==> config.mk <==
export PLATFORM = sky130hd
export DESIGN_NAME = score_inc_scheduler
export DESIGN_NICKNAME = d
export VERILOG_FILES = /design/src/rtl/score_inc_scheduler.sv
export SDC_FILE = /design/constraint.sdc
export NUM_CORES = 1
export LEC_CHECK = 0
export CAP_MARGIN = 20
export CORE_MARGIN = 4
export CORE_UTILIZATION = 40
export DETAILED_ROUTE_END_ITERATION = 10
export PLACE_DENSITY = 0.68
export SYNTH_ARGS = -nofsm -noshare
export SYNTH_HDL_FRONTEND = slang
export SYNTH_SLANG_ARGS = --single-unit
==> constraint.sdc <==
create_clock -name clk -period 3.1 [get_ports clk]
set_input_delay 0.62 -clock clk [delete_from_list [all_inputs] [get_ports clk]]
set_output_delay 0.62 -clock clk [all_outputs]
set_load 0.02 [all_outputs]
==> src/rtl/score_inc_scheduler.sv <==
// Buffers multi-point score requests per requester and drains them into a BCD
// counter one point per cycle, round-robin; also sequences the counter's clear.
module score_inc_scheduler #(
   parameter int NREQ    = 4,
   parameter int PTS_W   = 4,
   parameter int PEND_W  = 6,
   parameter int CLR_CYC = 2
) (
   input  logic                    clk,
   input  logic                    rst,
   input  logic                    i_clear,
   input  logic                    i_pause,
   input  logic [NREQ-1:0]         i_req_valid,
   input  logic [NREQ*PTS_W-1:0]   i_req_pts,
   output logic [NREQ-1:0]         o_req_ready,
   output logic                    o_cnt_inc,
   output logic                    o_cnt_rstn,
   output logic [$clog2(NREQ)-1:0] o_grant_id,
   output logic                    o_busy
);

   localparam int ID_W  = $clog2(NREQ);
   localparam int SUM_W = PEND_W + 1;
   localparam int CNT_W = (CLR_CYC > 1) ? $clog2(CLR_CYC) : 1;
   localparam logic [PEND_W-1:0] RDY_MAX  = PEND_W'((2**PEND_W - 1) - (2**PTS_W - 1));
   localparam logic [CNT_W-1:0]  CLR_LAST = CNT_W'(CLR_CYC - 1);

   typedef enum logic [0:0] {
      S_CLEAR = 1'b0,
      S_RUN   = 1'b1
   } state_t;

   state_t            r_state;
   logic [CNT_W-1:0]  r_clr_cnt;
   logic [PEND_W-1:0] r_pend [NREQ];
   logic [ID_W-1:0]   r_rr_ptr;
   logic [ID_W-1:0]   r_grant_id;
   logic              r_cnt_inc;
   logic              r_cnt_rstn;

   logic [NREQ-1:0]   w_ready;
   logic              w_busy;
   logic              w_found;
   logic              w_grant;
   logic [ID_W-1:0]   w_idx;
   logic [ID_W-1:0]   w_gnt_idx;
   logic [ID_W-1:0]   w_rr_nxt;
   logic [SUM_W-1:0]  w_pend_nxt [NREQ];

   // Guard against a carry out of the widened sum; the ready threshold keeps it clear
   function automatic logic [PEND_W-1:0] clip_pend(input logic [SUM_W-1:0] v);
      clip_pend = v[PEND_W] ? {PEND_W{1'b1}} : v[PEND_W-1:0];
   endfunction

   // Ready and busy status derived from the accumulators
   always_comb begin
      w_ready = {NREQ{1'b0}};
      w_busy  = 1'b0;
      for (int i = 0; i < NREQ; i++) begin
         w_ready[i] = (r_state == S_RUN) && (r_pend[i] <= RDY_MAX);
         w_busy     = w_busy | (r_pend[i] != {PEND_W{1'b0}});
      end
   end

   // Round-robin search for the first non-empty accumulator from r_rr_ptr
   always_comb begin
      w_found   = 1'b0;
      w_gnt_idx = r_rr_ptr;
      w_idx     = r_rr_ptr;
      for (int k = 0; k < NREQ; k++) begin
         w_idx = ID_W'((int'(r_rr_ptr) + k) % NREQ);
         if (!w_found && (r_pend[w_idx] != {PEND_W{1'b0}})) begin
            w_found   = 1'b1;
            w_gnt_idx = w_idx;
         end else begin
            w_found   = w_found;
         end
      end
      w_grant  = w_found && (r_state == S_RUN) && !i_pause;
      w_rr_nxt = (w_gnt_idx == ID_W'(NREQ - 1)) ? {ID_W{1'b0}} : (w_gnt_idx + ID_W'(1));
   end

   // Accumulator next values: add accepted points, remove the granted point
   always_comb begin
      for (int i = 0; i < NREQ; i++) begin
         w_pend_nxt[i] = {1'b0, r_pend[i]};
         if (i_req_valid[i] && w_ready[i]) begin
            w_pend_nxt[i] = w_pend_nxt[i] + SUM_W'(i_req_pts[i*PTS_W +: PTS_W]);
         end else begin
            w_pend_nxt[i] = w_pend_nxt[i];
         end
         if (w_grant && (w_gnt_idx == ID_W'(i))) begin
            w_pend_nxt[i] = w_pend_nxt[i] - {{PEND_W{1'b0}}, 1'b1};
         end else begin
            w_pend_nxt[i] = w_pend_nxt[i];
         end
      end
   end

   // Clear/run sequencer, accumulators and registered counter controls
   always_ff @(posedge clk or posedge rst) begin
      if (rst) begin
         r_state    <= S_CLEAR;
         r_clr_cnt  <= {CNT_W{1'b0}};
         r_rr_ptr   <= {ID_W{1'b0}};
         r_grant_id <= {ID_W{1'b0}};
         r_cnt_inc  <= 1'b0;
         r_cnt_rstn <= 1'b0;
         for (int i = 0; i < NREQ; i++) r_pend[i] <= {PEND_W{1'b0}};
      end else if (i_clear) begin
         r_state    <= S_CLEAR;
         r_clr_cnt  <= {CNT_W{1'b0}};
         r_cnt_inc  <= 1'b0;
         r_cnt_rstn <= 1'b0;
         for (int i = 0; i < NREQ; i++) r_pend[i] <= {PEND_W{1'b0}};
      end else begin
         case (r_state)
            S_CLEAR: begin
               r_cnt_inc <= 1'b0;
               for (int i = 0; i < NREQ; i++) r_pend[i] <= {PEND_W{1'b0}};
               if (r_clr_cnt == CLR_LAST) begin
                  r_state    <= S_RUN;
                  r_clr_cnt  <= {CNT_W{1'b0}};
                  r_cnt_rstn <= 1'b1;
               end else begin
                  r_clr_cnt  <= r_clr_cnt + CNT_W'(1);
                  r_cnt_rstn <= 1'b0;
               end
            end
            S_RUN: begin
               r_cnt_rstn <= 1'b1;
               r_cnt_inc  <= w_grant;
               for (int i = 0; i < NREQ; i++) r_pend[i] <= clip_pend(w_pend_nxt[i]);
               if (w_grant) begin
                  r_grant_id <= w_gnt_idx;
                  r_rr_ptr   <= w_rr_nxt;
               end else begin
                  r_grant_id <= r_grant_id;
                  r_rr_ptr   <= r_rr_ptr;
               end
            end
            default: begin
               r_state    <= S_CLEAR;
               r_clr_cnt  <= {CNT_W{1'b0}};
               r_cnt_inc  <= 1'b0;
               r_cnt_rstn <= 1'b0;
               for (int i = 0; i < NREQ; i++) r_pend[i] <= {PEND_W{1'b0}};
            end
         endcase
      end
   end

   assign o_req_ready = w_ready;
   assign o_busy      = w_busy;
   assign o_cnt_inc   = r_cnt_inc;
   assign o_cnt_rstn  = r_cnt_rstn;
   assign o_grant_id  = r_grant_id;

endmodule

==> Implementation_results.wiki <==
{| class="wikitable"
! Metric !! Value
|-
| Status || complete, no violations
|-
| First-pass DRT Iterations || 4
|-
| Placed cell count || 580
|-
| Number of warnings issued by yosys || 0
|-
| Core box area || between 7000 and 8000 um^2
|-
| DR iter-0 viols || about 210
|-
| Synthesized area per cell || ~8.6 um^2
|-
| Number of synthesized flops with an enable pin || 0
|-
| Number of unique standard cell types used by synthesis || 75
|-
| Vertical extent of the die || between 90 and 100 um
|-
| Wire length per cell || between 10 and 15 um
|-
| Worst Setup SP || r_pend[7]
|-
| Clock latency reported for the late side of the worst-skew pair || between 0.2 and 0.3 ns
|-
| TritonCTS clock tree || yes
|-
| Ratio of cells with drive above 1 in the final layout || 0.283
|-
| Layer with the highest usage after global routing || met2
|-
| TritonCTS Sinks || 31
|-
| Switching part of the total power || 0.353
|-
| Post-Route Hold Slack || 0.511 ns
|-
| # nets final || roughly 540
|-
| Global-route wire length before repair || roughly 14,000 um
|-
| Root Driver || clkbuf_8
|-
| GRT met1 Usage || 0.216
|-
| Detailed placement HPWL || between 6000 and 7000 um
|-
| Mapped Area || between 3000 and 4000 um^2
|-
| Switching power || just under 0.0006 W
|-
| Final setup violation count || 0
|-
| Met2 Resource Use GR || 0.317
|-
| Startpoint of the worst-slack reg-to-reg timing path || r_pend[7]
|-
| Number of H-tree branching levels || 2
|-
| Global-route met3 utilization || 0.0262
|-
| Number of I/O port buffers || 32
|-
| Kind of end point of the critical path || flip-flop
|-
| Die X || between 90 and 100 um
|-
| Sequential cell fraction of total power || 0.283
|-
| All-Layer GR Usage || 0.175
|-
| Proportion of synthesized flip-flops having asynchronous set or reset || 1.00
|-
| Antenna violation net count after detailed routing || 0
|-
| Arrival time of data at the critical path endpoint || ~3.2 ns
|-
| Number of antenna violations at the first check in global routing || 0
|-
| Post-route clock period utilization || 0.973
|-
| Number of maximum-capacitance violations || 0
|-
| Time the worst path needs with I/O delays and setup || around 3.0 ns
|-
| Comb power frac || 0.466
|-
| Slew at the pin with the worst max-slew slack || approximately 0.77 ns
|-
| Leading area contributor after synthesis || dfrtp_1
|-
| Ant diodes || 0
|-
| Via count || ~3,200
|-
| Count of final max-slew check failures || 0
|-
| Synthesized netlist net count || about 430
|-
| Final wirelength || 8830 um
|-
| Worst VDD drop || ~270 uV
|-
| Critical Path RT || ~3.3 ns
|-
| Largest fanout on the critical path || 3
|-
| Leakage component of the power || 1.95 nW
|-
| Number of buffers on the longest clock path || 2
|-
| Number of ports placed on the die boundary || 33
|-
| Starting Density || 0.419
|-
| Post-synthesis sequential area ratio || 0.236
|-
| Relative contribution of the clock network to total power || 0.251
|-
| Synthesized instance count || between 300 and 400
|-
| Total Die Area || approximately 9700 um^2
|-
| Post-synth top area share || 0.236
|-
| Placed cell areas || around 4300 um^2
|-
| Area Overhead vs Synth || 36.6%
|-
| Overflow left after global routing || 0
|-
| Row count || 32
|-
| Max-slew headroom at the worst pin || 0.488
|-
| Avg Vias per Cell || 5.47
|-
| RSZ-0062 raised after global routing || yes
|-
| Residual DRC count || 0
|-
| Area taken by flip-flops and latches || a little under 800 um^2
|-
| Leading post-synthesis cells by cell area || dfrtp_1 24%, ha_1 9.1%, nor2_1 4.8%, a21oi_1 4.7%, xnor2_1 3.5%
|-
| Worst clock skew on the final layout || about 0.0042 ns
|-
| Timing-limited maximum frequency || around 330 MHz
|-
| Startpoint of the worst hold path || o_grant_id[0]
|-
| Maximum number of pins on one net before global-route repair || 32
|-
| Post-route design area || around 4500 um^2
|-
| Top flip-flop cell by instance count after synthesis || dfrtp_1
|-
| Pint || ~0.0011 W
|-
| Hold Crit Class || flip-flop to flip-flop
|-
| Startpoint kind of the worst setup timing path || flip-flop
|-
| Filler instances || 712
|-
| Worst Setup Path Type || flip-flop to flip-flop
|-
| FF+latch count, synth || 31
|-
| Final cell count without fillers || slightly below 600
|-
| Cts bufs inserted || 5
|-
| Ratio of total power to cell area || around 370 nW/um^2
|-
| Clock transition at the registers of the reported paths || around 0.070 ns
|-
| Final weighted congestion in routability-driven placement || just under 0.9
|-
| Multi-input combinational cell area || about 2500 um^2
|-
| Count of endpoints failing hold in the final timing report || 0
|-
| Vias in the first global route || 3,203
|}
[per-stage QoR]
stage               power (W)   util  setup WS [ns]  TNS, ns
floorplan            0.000865      -       -0.00645  -0.0258
global placement      0.00118  0.542         -0.159    -1.02
detailed placement    0.00119  0.542         -0.181    -2.25
CTS                   0.00162  0.558         0.0236        0
global route          0.00176  0.572        -0.0407   -0.180
finish                0.00167  0.572         0.0828        0
[worst max-delay path, stage by stage (launching register included)]
cell,delay (ns)
dfrtp_1,0.38
or4_4,0.57
nor3_4,0.24
a21oi_2,0.05
a311oi_1,0.26
a21oi_2,0.10
buf_4,0.16
inv_1,0.09
ha_2,0.19
and3_1,0.17
buf_4,0.11
nand3_2,0.10
buf_4,0.16
o21ai_0,0.18
o2111a_1,0.19
[layout by cell type, fill, tap and decap left out, types with 8 or more instances in the layout]
cell | netlist | layout
clkdlybuf4s50_1 | 0 | 31
dfrtp_1 | 31 | 31
nor2_1 | 42 | 41
nand3_1 | 9 | 9
inv_1 | 22 | 21
xor2_1 | 12 | 12
xnor2_1 | 13 | 11
ha_1 | 24 | 20
a211oi_1 | 9 | 8
buf_4 | 0 | 74
nand2_1 | 23 | 23
a21oi_1 | 31 | 27
o21ai_0 | 14 | 13
nor3_1 | 13 | 9
[final timing paths]
path                            slack [ns]  cells after the start       endpoint
worst max-delay path                  0.08                     14     r_pend[22]
worst min-delay path                  0.51                      1  o_grant_id[0]
worst max register to register        0.08                     14     r_pend[22]
worst min register to register        0.51                      1  o_grant_id[0]
max in group asynchronous             2.09                      3     r_pend[19]
min in group asynchronous             0.72                      3      r_clr_cnt
[layout make-up]
| class | count | share of cell area |
|---|---|---|
| Inverter | 23 | 0.0192 |
| Clock buffer | 6 | 0.0184 |
| Sequential cell | 31 | 0.173 |
| Clock inverter | 2 | 0.00780 |
| Multi-Input combinational cell | 320 | 0.559 |
| Tap cell | 102 | 0.0284 |
| Timing Repair Buffer | 106 | 0.195 |
[registers in the layout (all words and copies together) (netlist names)]
signal and count:
o_grant_id 2, o_cnt_inc 1, r_clr_cnt 1, r_rr_ptr 2, r_pend 24, o_cnt_rstn 1
[cells in the mapped netlist (9+ instances only)]
cell type   n
a21oi_1    31
nand3_1     9
nor3_1     13
ha_1       24
xor2_1     12
xnor2_1    13
a211oi_1    9
nand2_1    23
o21ai_0    14
inv_1      22
nor2_1     42
dfrtp_1    31
[cells by family (layout without fill, tap and decap cells)]
logic type,count (synthesis),in the layout,synth area share
buffers and inverters,31,137,0.0384
adders and majority gates,28,28,0.116
muxes,16,16,0.0533
AOI/OAI and AO/OA,109,109,0.246
xor gates and xnor gates,25,25,0.0666
DFF,31,31,0.236
and+or+nand+nor,142,142,0.244
[metal layers]
layer | wire (um) | vias to the layer above
li1 | - | 1625
met5 | 0 | -
met1 | 3940 | 1540
met3 | 270 | 7
met4 | 74 | 0
met2 | 4540 | 54
[power groups by stage]
stage | logic [W] | registers (W) | clock network [W]
3_3_place_gp | 0.000703 | 0.000474 | 0
2_1_floorplan | 0.000385 | 0.000480 | 0
5_1_grt | 0.000849 | 0.000475 | 0.000439
6_report | 0.000777 | 0.000472 | 0.000418
3_5_place_dp | 0.000715 | 0.000476 | 0
4_1_cts | 0.000722 | 0.000468 | 0.000425
[repair_timing]
item                       CTS  global route
hold buffers                 0             0
pin swaps                    1             3
gates resized for setup      2            23
setup endpoints to repair   11            19
setup buffers                0             2
Power figures use the tool's default switching activity.
